===== config.mk =====
export PLATFORM = sky130hd
export DESIGN_NAME = io_issue_queue
export DESIGN_NICKNAME = d
export VERILOG_FILES = /design/src/rtl/io_issue_queue_pkg.sv /design/src/rtl/io_iq_entry.sv /design/src/rtl/io_issue_queue.sv
export SDC_FILE = /design/constraint.sdc
export NUM_CORES = 1
export LEC_CHECK = 0
export ABC_AREA = 0
export CAP_MARGIN = 0
export CORE_MARGIN = 5
export CORE_UTILIZATION = 30
export CTS_CLUSTER_SIZE = 14
export DETAILED_ROUTE_END_ITERATION = 10
export DONT_BUFFER_PORTS = 1
export GPL_ROUTABILITY_DRIVEN = 0
export SLEW_MARGIN = 20
export SYNTH_ARGS = -nofsm -noshare
export SYNTH_HDL_FRONTEND = slang
export SYNTH_SLANG_ARGS = --single-unit

===== constraint.sdc =====
create_clock -name clock -period 3.8 [get_ports clock]
set_input_delay 0.76 -clock clock [delete_from_list [all_inputs] [get_ports clock]]
set_output_delay 0.76 -clock clock [all_outputs]
set_load 0.01 [all_outputs]

===== src/rtl/io_issue_queue_pkg.sv =====
// Shared backend definitions for the in-order issue queue: default sizes,
// the per-slot entry record and the wakeup tag compare.
package io_issue_queue_pkg;

  localparam int unsigned IQ_QUEUE_SIZE = 8;
  localparam int unsigned IQ_PAYLOAD_W  = 64;
  localparam int unsigned IQ_PREG_W     = 6;

  typedef struct packed {
    logic [IQ_PAYLOAD_W-1:0] payload;
    logic [IQ_PREG_W-1:0]    prs1;
    logic [IQ_PREG_W-1:0]    prs2;
    logic                    rdy1;
    logic                    rdy2;
  } iq_entry_t;

  function automatic logic tag_hit(input logic                 wb_valid,
                                   input logic [IQ_PREG_W-1:0] wb_prd,
                                   input logic [IQ_PREG_W-1:0] tag);
    return wb_valid && (wb_prd == tag);
  endfunction

endpackage


===== src/rtl/io_iq_entry.sv =====
// One issue-queue slot: operand storage, wakeup compare and ready tracking.
module io_iq_entry
  import io_issue_queue_pkg::*;
(
  input  logic                    clock,
  input  logic                    reset,
  input  logic                    flush,
  input  logic                    wr_en_i,
  input  iq_entry_t               wr_data_i,
  input  logic                    wb_valid_i,
  input  logic [IQ_PREG_W-1:0]    wb_prd_i,
  input  logic                    clr_i,
  output logic                    valid_o,
  output logic                    ready_o,
  output logic [IQ_PAYLOAD_W-1:0] payload_o
);

  logic      valid_q, valid_d;
  iq_entry_t entry_q, entry_d;

  always_comb begin
    valid_d = valid_q;
    entry_d = entry_q;
    if (wr_en_i) begin
      // A writeback in the enqueue cycle must not be missed by the new entry.
      entry_d      = wr_data_i;
      entry_d.rdy1 = wr_data_i.rdy1 | tag_hit(wb_valid_i, wb_prd_i, wr_data_i.prs1);
      entry_d.rdy2 = wr_data_i.rdy2 | tag_hit(wb_valid_i, wb_prd_i, wr_data_i.prs2);
      valid_d      = 1'b1;
    end else begin
      if (valid_q) begin
        if (tag_hit(wb_valid_i, wb_prd_i, entry_q.prs1)) entry_d.rdy1 = 1'b1;
        if (tag_hit(wb_valid_i, wb_prd_i, entry_q.prs2)) entry_d.rdy2 = 1'b1;
      end
      if (clr_i) valid_d = 1'b0;
    end
  end

  always_ff @(posedge clock) begin
    if (reset || flush) valid_q <= 1'b0;
    else                valid_q <= valid_d;
  end

  // Storage is deliberately left unreset; valid_q qualifies it.
  always_ff @(posedge clock) begin
    if (!reset) entry_q <= entry_d;
  end

  assign valid_o   = valid_q;
  assign ready_o   = entry_q.rdy1 & entry_q.rdy2;
  assign payload_o = entry_q.payload;

endmodule


===== src/rtl/io_issue_queue.sv =====
// In-order issue queue: circular buffer of io_iq_entry slots addressed by
// one-hot enqueue/dequeue pointers, issuing only from the head.
module io_issue_queue
  import io_issue_queue_pkg::*;
#(
  parameter int unsigned QUEUE_SIZE = IQ_QUEUE_SIZE,
  parameter int unsigned PAYLOAD_W  = IQ_PAYLOAD_W,
  parameter int unsigned PREG_W     = IQ_PREG_W
) (
  input  logic                          clock,
  input  logic                          reset,
  input  logic                          flush,
  input  logic                          enq_valid,
  output logic                          enq_ready,
  input  logic [PAYLOAD_W-1:0]          enq_payload,
  input  logic [PREG_W-1:0]             enq_prs1,
  input  logic [PREG_W-1:0]             enq_prs2,
  input  logic                          enq_src1_rdy,
  input  logic                          enq_src2_rdy,
  input  logic                          wb_valid,
  input  logic [PREG_W-1:0]             wb_prd,
  output logic                          deq_valid,
  input  logic                          deq_ready,
  output logic [PAYLOAD_W-1:0]          deq_payload,
  output logic [$clog2(QUEUE_SIZE):0]   count
);

  localparam int unsigned CNT_W = $clog2(QUEUE_SIZE) + 1;
  localparam logic [QUEUE_SIZE-1:0] PTR_INIT = QUEUE_SIZE'(1);

  logic [QUEUE_SIZE-1:0] enq_ptr_oh_q, enq_ptr_oh_d;
  logic [QUEUE_SIZE-1:0] deq_ptr_oh_q, deq_ptr_oh_d;
  logic [CNT_W-1:0]      count_q, count_d;

  logic [QUEUE_SIZE-1:0] slot_valid;
  logic [QUEUE_SIZE-1:0] slot_ready;
  logic [PAYLOAD_W-1:0]  slot_payload [QUEUE_SIZE];

  logic                  head_valid;
  logic                  head_ready;
  logic [PAYLOAD_W-1:0]  head_payload;
  logic                  enq_fire;
  logic                  deq_fire;
  iq_entry_t             enq_data;

  always_comb begin
    head_valid   = 1'b0;
    head_ready   = 1'b0;
    head_payload = '0;
    for (int unsigned i = 0; i < QUEUE_SIZE; i++) begin
      if (deq_ptr_oh_q[i]) begin
        head_valid   = slot_valid[i];
        head_ready   = slot_ready[i];
        head_payload = slot_payload[i];
      end
    end
  end

  assign enq_ready   = ~reset & ~flush & (count_q != CNT_W'(QUEUE_SIZE));
  assign deq_valid   = ~reset & ~flush & head_valid & head_ready;
  assign deq_payload = head_payload;
  assign count       = count_q;

  assign enq_fire = enq_valid & enq_ready;
  assign deq_fire = deq_valid & deq_ready;

  always_comb begin
    enq_data         = '0;
    enq_data.payload = enq_payload;
    enq_data.prs1    = enq_prs1;
    enq_data.prs2    = enq_prs2;
    enq_data.rdy1    = enq_src1_rdy;
    enq_data.rdy2    = enq_src2_rdy;
  end

  always_comb begin
    enq_ptr_oh_d = enq_ptr_oh_q;
    deq_ptr_oh_d = deq_ptr_oh_q;
    count_d      = count_q;
    if (enq_fire) enq_ptr_oh_d = {enq_ptr_oh_q[QUEUE_SIZE-2:0], enq_ptr_oh_q[QUEUE_SIZE-1]};
    if (deq_fire) deq_ptr_oh_d = {deq_ptr_oh_q[QUEUE_SIZE-2:0], deq_ptr_oh_q[QUEUE_SIZE-1]};
    case ({enq_fire, deq_fire})
      2'b10:   count_d = count_q + CNT_W'(1);
      2'b01:   count_d = count_q - CNT_W'(1);
      default: count_d = count_q;
    endcase
  end

  always_ff @(posedge clock) begin
    if (reset || flush) begin
      enq_ptr_oh_q <= PTR_INIT;
      deq_ptr_oh_q <= PTR_INIT;
      count_q      <= '0;
    end else begin
      enq_ptr_oh_q <= enq_ptr_oh_d;
      deq_ptr_oh_q <= deq_ptr_oh_d;
      count_q      <= count_d;
    end
  end

  for (genvar g = 0; g < QUEUE_SIZE; g++) begin : g_entry
    io_iq_entry u_entry (
      .clock      (clock),
      .reset      (reset),
      .flush      (flush),
      .wr_en_i    (enq_fire & enq_ptr_oh_q[g]),
      .wr_data_i  (enq_data),
      .wb_valid_i (wb_valid),
      .wb_prd_i   (wb_prd),
      .clr_i      (deq_fire & deq_ptr_oh_q[g]),
      .valid_o    (slot_valid[g]),
      .ready_o    (slot_ready[g]),
      .payload_o  (slot_payload[g])
    );
  end

endmodule


======== After elaboration in Yosys (flattened, before gate mapping) ========
Cells that the tools add are included.
W data, S select, Z words.
word-level totals
  bits in registers ....................... 652
  bits of input ports ..................... 90
  latch bits .............................. 0
  bits in writable memories ............... 0
  output and inout port bits .............. 70
  bits in read-only memories .............. 0
  memories kept ........................... 0
  logic and storage cells ................. 257
cells by class
  shift-type cells ........................ 0
  multiplexer cells ....................... 73
  order comparisons ....................... 0
  equality and inequality tests ........... 21
  bitwise operators ....................... 34
  $add $sub $neg .......................... 2
  div/mod/pow operators ................... 0
  reductions and logical operators ........ 76
  multipliers ............................. 0
operators with widths
  cell                   count
  $mux W64               8
  $eq A6 B6 Y1           18
  $reduce_bool A2 Y1     33
  $mux W1                48
  $reduce_and A3 Y1      16
  $mux W2                16
  $and A1 B1 Y1          30
  $logic_and A1 B1 Y1    18
  $reduce_and A2 Y1      8
  $pmux W4 S2            1
  $add A4 B1 Y4 const B  1
  $ne A4 B4 Y1 const B   1
  $sub A4 B1 Y4 const B  1
  $eq A2 B1 Y1 const B   1
  $eq A2 B2 Y1 const B   1
  $not A1 Y1             2
  $or A1 B1 Y1           2
  $logic_or A1 B1 Y1     1

======== Longest topological paths before layout ========
  depth after elaboration ................. 14
  gate-level depth with buffers ........... 14
  mapped depth without buffers ............ 12

======== Modules after synthesis ========
From an unflattened synthesis, not the netlist that was laid out.
second synthesis, totals
  cells, all modules ...................... 2413
  area total of the unflattened synthesis .. 31278.7 sq um
modules (own cells, without submodules)
  module          area each (sq um)  cells each  instances
  io_iq_entry     3178.0             184         8
  io_issue_queue  5854.4             941         1

======== Worst setup path after synthesis ========
Ideal clock, no wire load.
  kind .................................... input port to flip-flop
  start point ............................. input flush
  end point ............................... register count_q[3], in the netlist count[3]
  arrival ................................. 3.035 ns
  setup time .............................. 0.070 ns
  slack ................................... 0.695 ns
  stages on the path ...................... 13
  required time ........................... 3.730 ns
  cells stage by stage .................... or2_1 clkbuf_1 a21oi_1 nand4b_2 inv_4 buf_6 ha_1 ha_1 a21o_1 a21oi_1 xnor2_1 or3_1 a21oi_1
on the way
  cells in the longest elaborated chain, start to end .. 7
RTL lines
  element                                                   line                                        text
  start: declaration                                        io_issue_queue.sv:12                        input logic flush,
  $not A1 Y1                                                io_issue_queue.sv:59, io_issue_queue.sv:60
  $and A1 B1 Y1                                             io_issue_queue.sv:59, io_issue_queue.sv:60
  $and A1 B1 Y1 (2 in series)                               io_issue_queue.sv:60                        assign deq_valid = ~reset & ~flush & head_valid & head_ready;
  $and A1 B1 Y1                                             io_issue_queue.sv:65                        assign deq_fire = deq_valid & deq_ready;
  $eq A2 B1 Y1 / $eq A2 B2 Y1 (equally long branches)       io_issue_queue.sv:82                        case ({enq_fire, deq_fire})
  $pmux W4 S2 / $reduce_bool A2 Y1 (equally long branches)  --
  end signal: assignment                                    io_issue_queue.sv:97                        count_q <= count_d;
  end: declaration                                          io_issue_queue.sv:33                        logic [CNT_W-1:0] count_q, count_d;
Parallel ways exist; a longest one is shown, timed or not.
A chain may end at the register's enable or synchronous reset.

======== Worst setup path in the final report ========
  start point ............................. register deq_ptr_oh_q[0]
  end point ............................... output deq_payload[55]
on the way
  cells in the longest elaborated chain, start to end .. 8
RTL lines
  element                   line                  text
  start: declaration        io_issue_queue.sv:32  logic [QUEUE_SIZE-1:0] deq_ptr_oh_q, deq_ptr_oh_d;
  start signal: assignment  io_issue_queue.sv:96  deq_ptr_oh_q <= deq_ptr_oh_d;
  $mux W64 (8 in series)    io_issue_queue.sv:51  if (deq_ptr_oh_q[i]) begin
  end: declaration          io_issue_queue.sv:24  output logic [PAYLOAD_W-1:0] deq_payload,
No other way between the ends.

==> metrics.csv <==
stage,metric,value,unit
clock_tree,clk_latency,620,ps
worst_setup_path,worstPathMaxFanout,64,
grt,grt_pass1_vias,14920,
routing,drc_errors,0,
sta,slew_headroom,31.2,%
floorplanning,die_h,304,µm
floorplanning,start_util,30.3,%
layout,nets,1812,
worst_setup_path,crit_family,compound AO/OA/AOI/OAI gates,
sta,setup_viol,0,
clock_tree,post-cts-setup-buffers,0,
power_and_ir_drop,finalPower,15.1,mW
worst_setup_path,rr_endpoint,count[3],
worst_setup_path,path_class,reg2out,
worst_setup_path,max_stage_delay,500,ps
sta,tightest_slew,1030,ps
floorplanning,die_w,304,µm
routing,drt_iter0_drc,1013,
min_path,hold_end,g_entry[2].u_entry.entry_q[9],
grt,grt_pass1_wl,93600,µm
floorplanning,row_count,107,
synthesis,synthesis.nets,1821,
sta,fin_skew,21.6,ps
worst_setup_path,cp_data_arrival_time,2850,ps
run_status,status,completed,
sta,tns,0,ps
routing,finalWirelength,62200,µm
power_and_ir_drop,power_density,507,mW/mm²
synthesis,ys_types,44,
synthesis,ys.flop_type,edfxtp_1,
place,place_inst,2788,
synthesis,netlist_instances,1727,
worst_setup_path,reg2reg_from,g_entry[1].u_entry.entry_q[1],
layout,final_area,0.0298,mm²
synthesis,synth.largest_area_cell,edfxtp_1,
clock_tree,clk_pin_slew,60,ps
synthesis,yosys-top-cells-count,"edfxtp_1 (624), a21oi_1 (142), nor2b_1 (131), a221oi_1 (128), o31ai_1 (128)",
routing,wl_per_cell,21.3,µm
grt,gr-total-overflow,0,
place,portBuffers,0,
routing,via_per_inst,4.97,
routing,antenna_left,0,
power_and_ir_drop,p_leak,9.22,nW
synthesis,synth_seq_cells,652,
layout,drive_above_1_share,9.57,%
grt,grt_max_degree,131,
floorplanning,dieArea,0.0922,mm²
synthesis,syn_area,0.0259,mm²
sta,post-route-min-period,3610,ps
place,post_dp_cell_area,0.0274,mm²
grt,grt_antenna_before_repair,0,
clock_tree,cts_max_level,3,
worst_setup_path,worstSetupStartpointType,register,
layout,antennaDiodeCount,0,
synthesis,syn_avg_cell_area,15.0,µm²
worst_setup_path,cp_num_buf_inv,1,
clock_tree,clock-sinks,652,
synthesis,ys_seq_area_share,74.6,%
synthesis,synth_top_area_share,72.5,%
grt,track_usage,13.1,%
worst_setup_path,cp_cell_sequence,"nor2b_4, buf_16, a221oi_1, o31ai_1, a221oi_1, o31ai_1",
sta,setup_ws,191,ps
place,place_hpwl,35700,µm
clock_tree,clock-root-buffer,clkbuf_16,
sta,slew_viol_final,0,
floorplanning,ioPinCount,160,
sta,clock.fmax,277,MHz
synthesis,yosysWarnings,0,
sta,fin_crit_sh,95.0,%
layout,area_growth,15.3,%
synthesis,synth.most_common_cell,edfxtp_1,
synthesis,synthArstFlopShare,0,%
worst_setup_path,cp-end-kind,output port,
min_path,holdPathStages,0,
power_and_ir_drop,vdd_drop_max,0.516,mV
min_path,hp-class,in2reg,
routing,vias,14525,
place,post-place-ws,407,ps
layout,final_cells,2921,
worst_setup_path,ff2ff_path_depth,12,
sta,rsz0062_at_grt,no,
clock_tree,cts_tree,done,
clock_tree,cts_made_buffers,72,
floorplanning,core-area,0.0854,mm²
worst_setup_path,cp_data_required_time,3040,ps
synthesis,synth-edff-count,624,
worst_setup_path,reg2reg_slack,400,ps
flow_run,drv_cap,0,
synthesis,synthTopCellsByArea,"edfxtp_1 (72%), a221oi_1 (4.3%), o31ai_1 (3.7%)",
worst_setup_path,cp_slowest_cell,o31ai_1,
routing,drtPass1Iterations,5,
clock_tree,clockBufferDepth,3,
min_path,hp-start,enq_prs1[1],
sta,finalHoldViolCount,0,
-- cell families after synthesis --
| family | share of synthesized area [%] |
|---|---|
| AND/OR/NAND/NOR | 6.28 |
| buffers and inverters | 3.01 |
| multiplexers | 0.310 |
| AO/OA/AOI/OAI | 11.8 |
| adder cells (fa/ha/maj) | 0.223 |
| flip-flops | 74.6 |
| XOR/XNOR | 3.76 |
-- sequential cells by signal (all words and copies together) (netlist names) --
signal / count
g_entry.u_entry.payload_o: 512
g_entry.u_entry.entry_q: 112
deq_ptr_oh_q: 8
enq_ptr_oh_q: 8
g_entry.u_entry.valid_o: 8
count: 4
-- area by class of cell --
class | count | area [µm²]
tap | 1144 | 1430
timing repair buffer | 39 | 515
sequential | 652 | 19300
clock inverter | 46 | 520
fill | 8124 | 55600
clock buffer | 87 | 1900
inverter | 78 | 315
multi-input combinational | 875 | 5810
-- how the worst max path moves through the flow --
stage / start / endpoint / slack [ps] / cells after the start
detailed placement: g_entry[1].u_entry.entry_q[1] / count[3] / 410 / 12
floorplan: flush / count[3] / 690 / 13
global placement: g_entry[1].u_entry.entry_q[1] / count[3] / 450 / 12
CTS: deq_ptr_oh_q[2] / deq_payload[0] / 7 / 6
finish: deq_ptr_oh_q[0] / deq_payload[55] / 190 / 6
global route: deq_ptr_oh_q[0] / deq_payload[2] / 20 / 7
-- what timing repair did --
item	4_1_cts	5_1_grt
hold buffers	0	0
setup endpoints to repair	21	37
gates resized for setup	2	6
-- per-stage QoR --
stage                     hold WS [ps]  util [%]
after floorplan                    438         -
after global placement             451      32.0
after detailed placement           462      32.0
after CTS                          183      34.9
after global routing               181      34.9
final                              239      34.9
-- per-layer routing --
layer  part of all wire (%)  track usage [%]
met1                     42             16.4
met2                     50             22.4
met3                    6.1             3.33
met4                    2.5             3.88
met5                      0                0
-- placed cells by master (no fill, tap or decap), types with 12 or more instances in the layout --
master     netlist  layout
a21oi_1        142     142
a221oi_1       128     128
buf_12           0      15
buf_4            0      19
clkbuf_1       108      13
clkbuf_16        0      74
clkinv_1         0      12
clkinv_2         0      13
dfxtp_1         28      21
edfxtp_1       624     624
inv_1           68      68
nand2_1        111     111
nand4_1         19      19
nor2_1          19      19
nor2b_1        131     130
nor3_1          17      17
o21ai_0         26      26
o31ai_1        128     125
xnor2_1         55      55
xor2_1          56      56
-- power by group --
group | switching [mW] | internal [mW]
clock network | 2.82 | 4.22
logic | 0.0956 | 0.0815
registers | 0.00828 | 7.89
total | 2.93 | 12.2
Note: power is estimated with default switching activity, not from simulation.
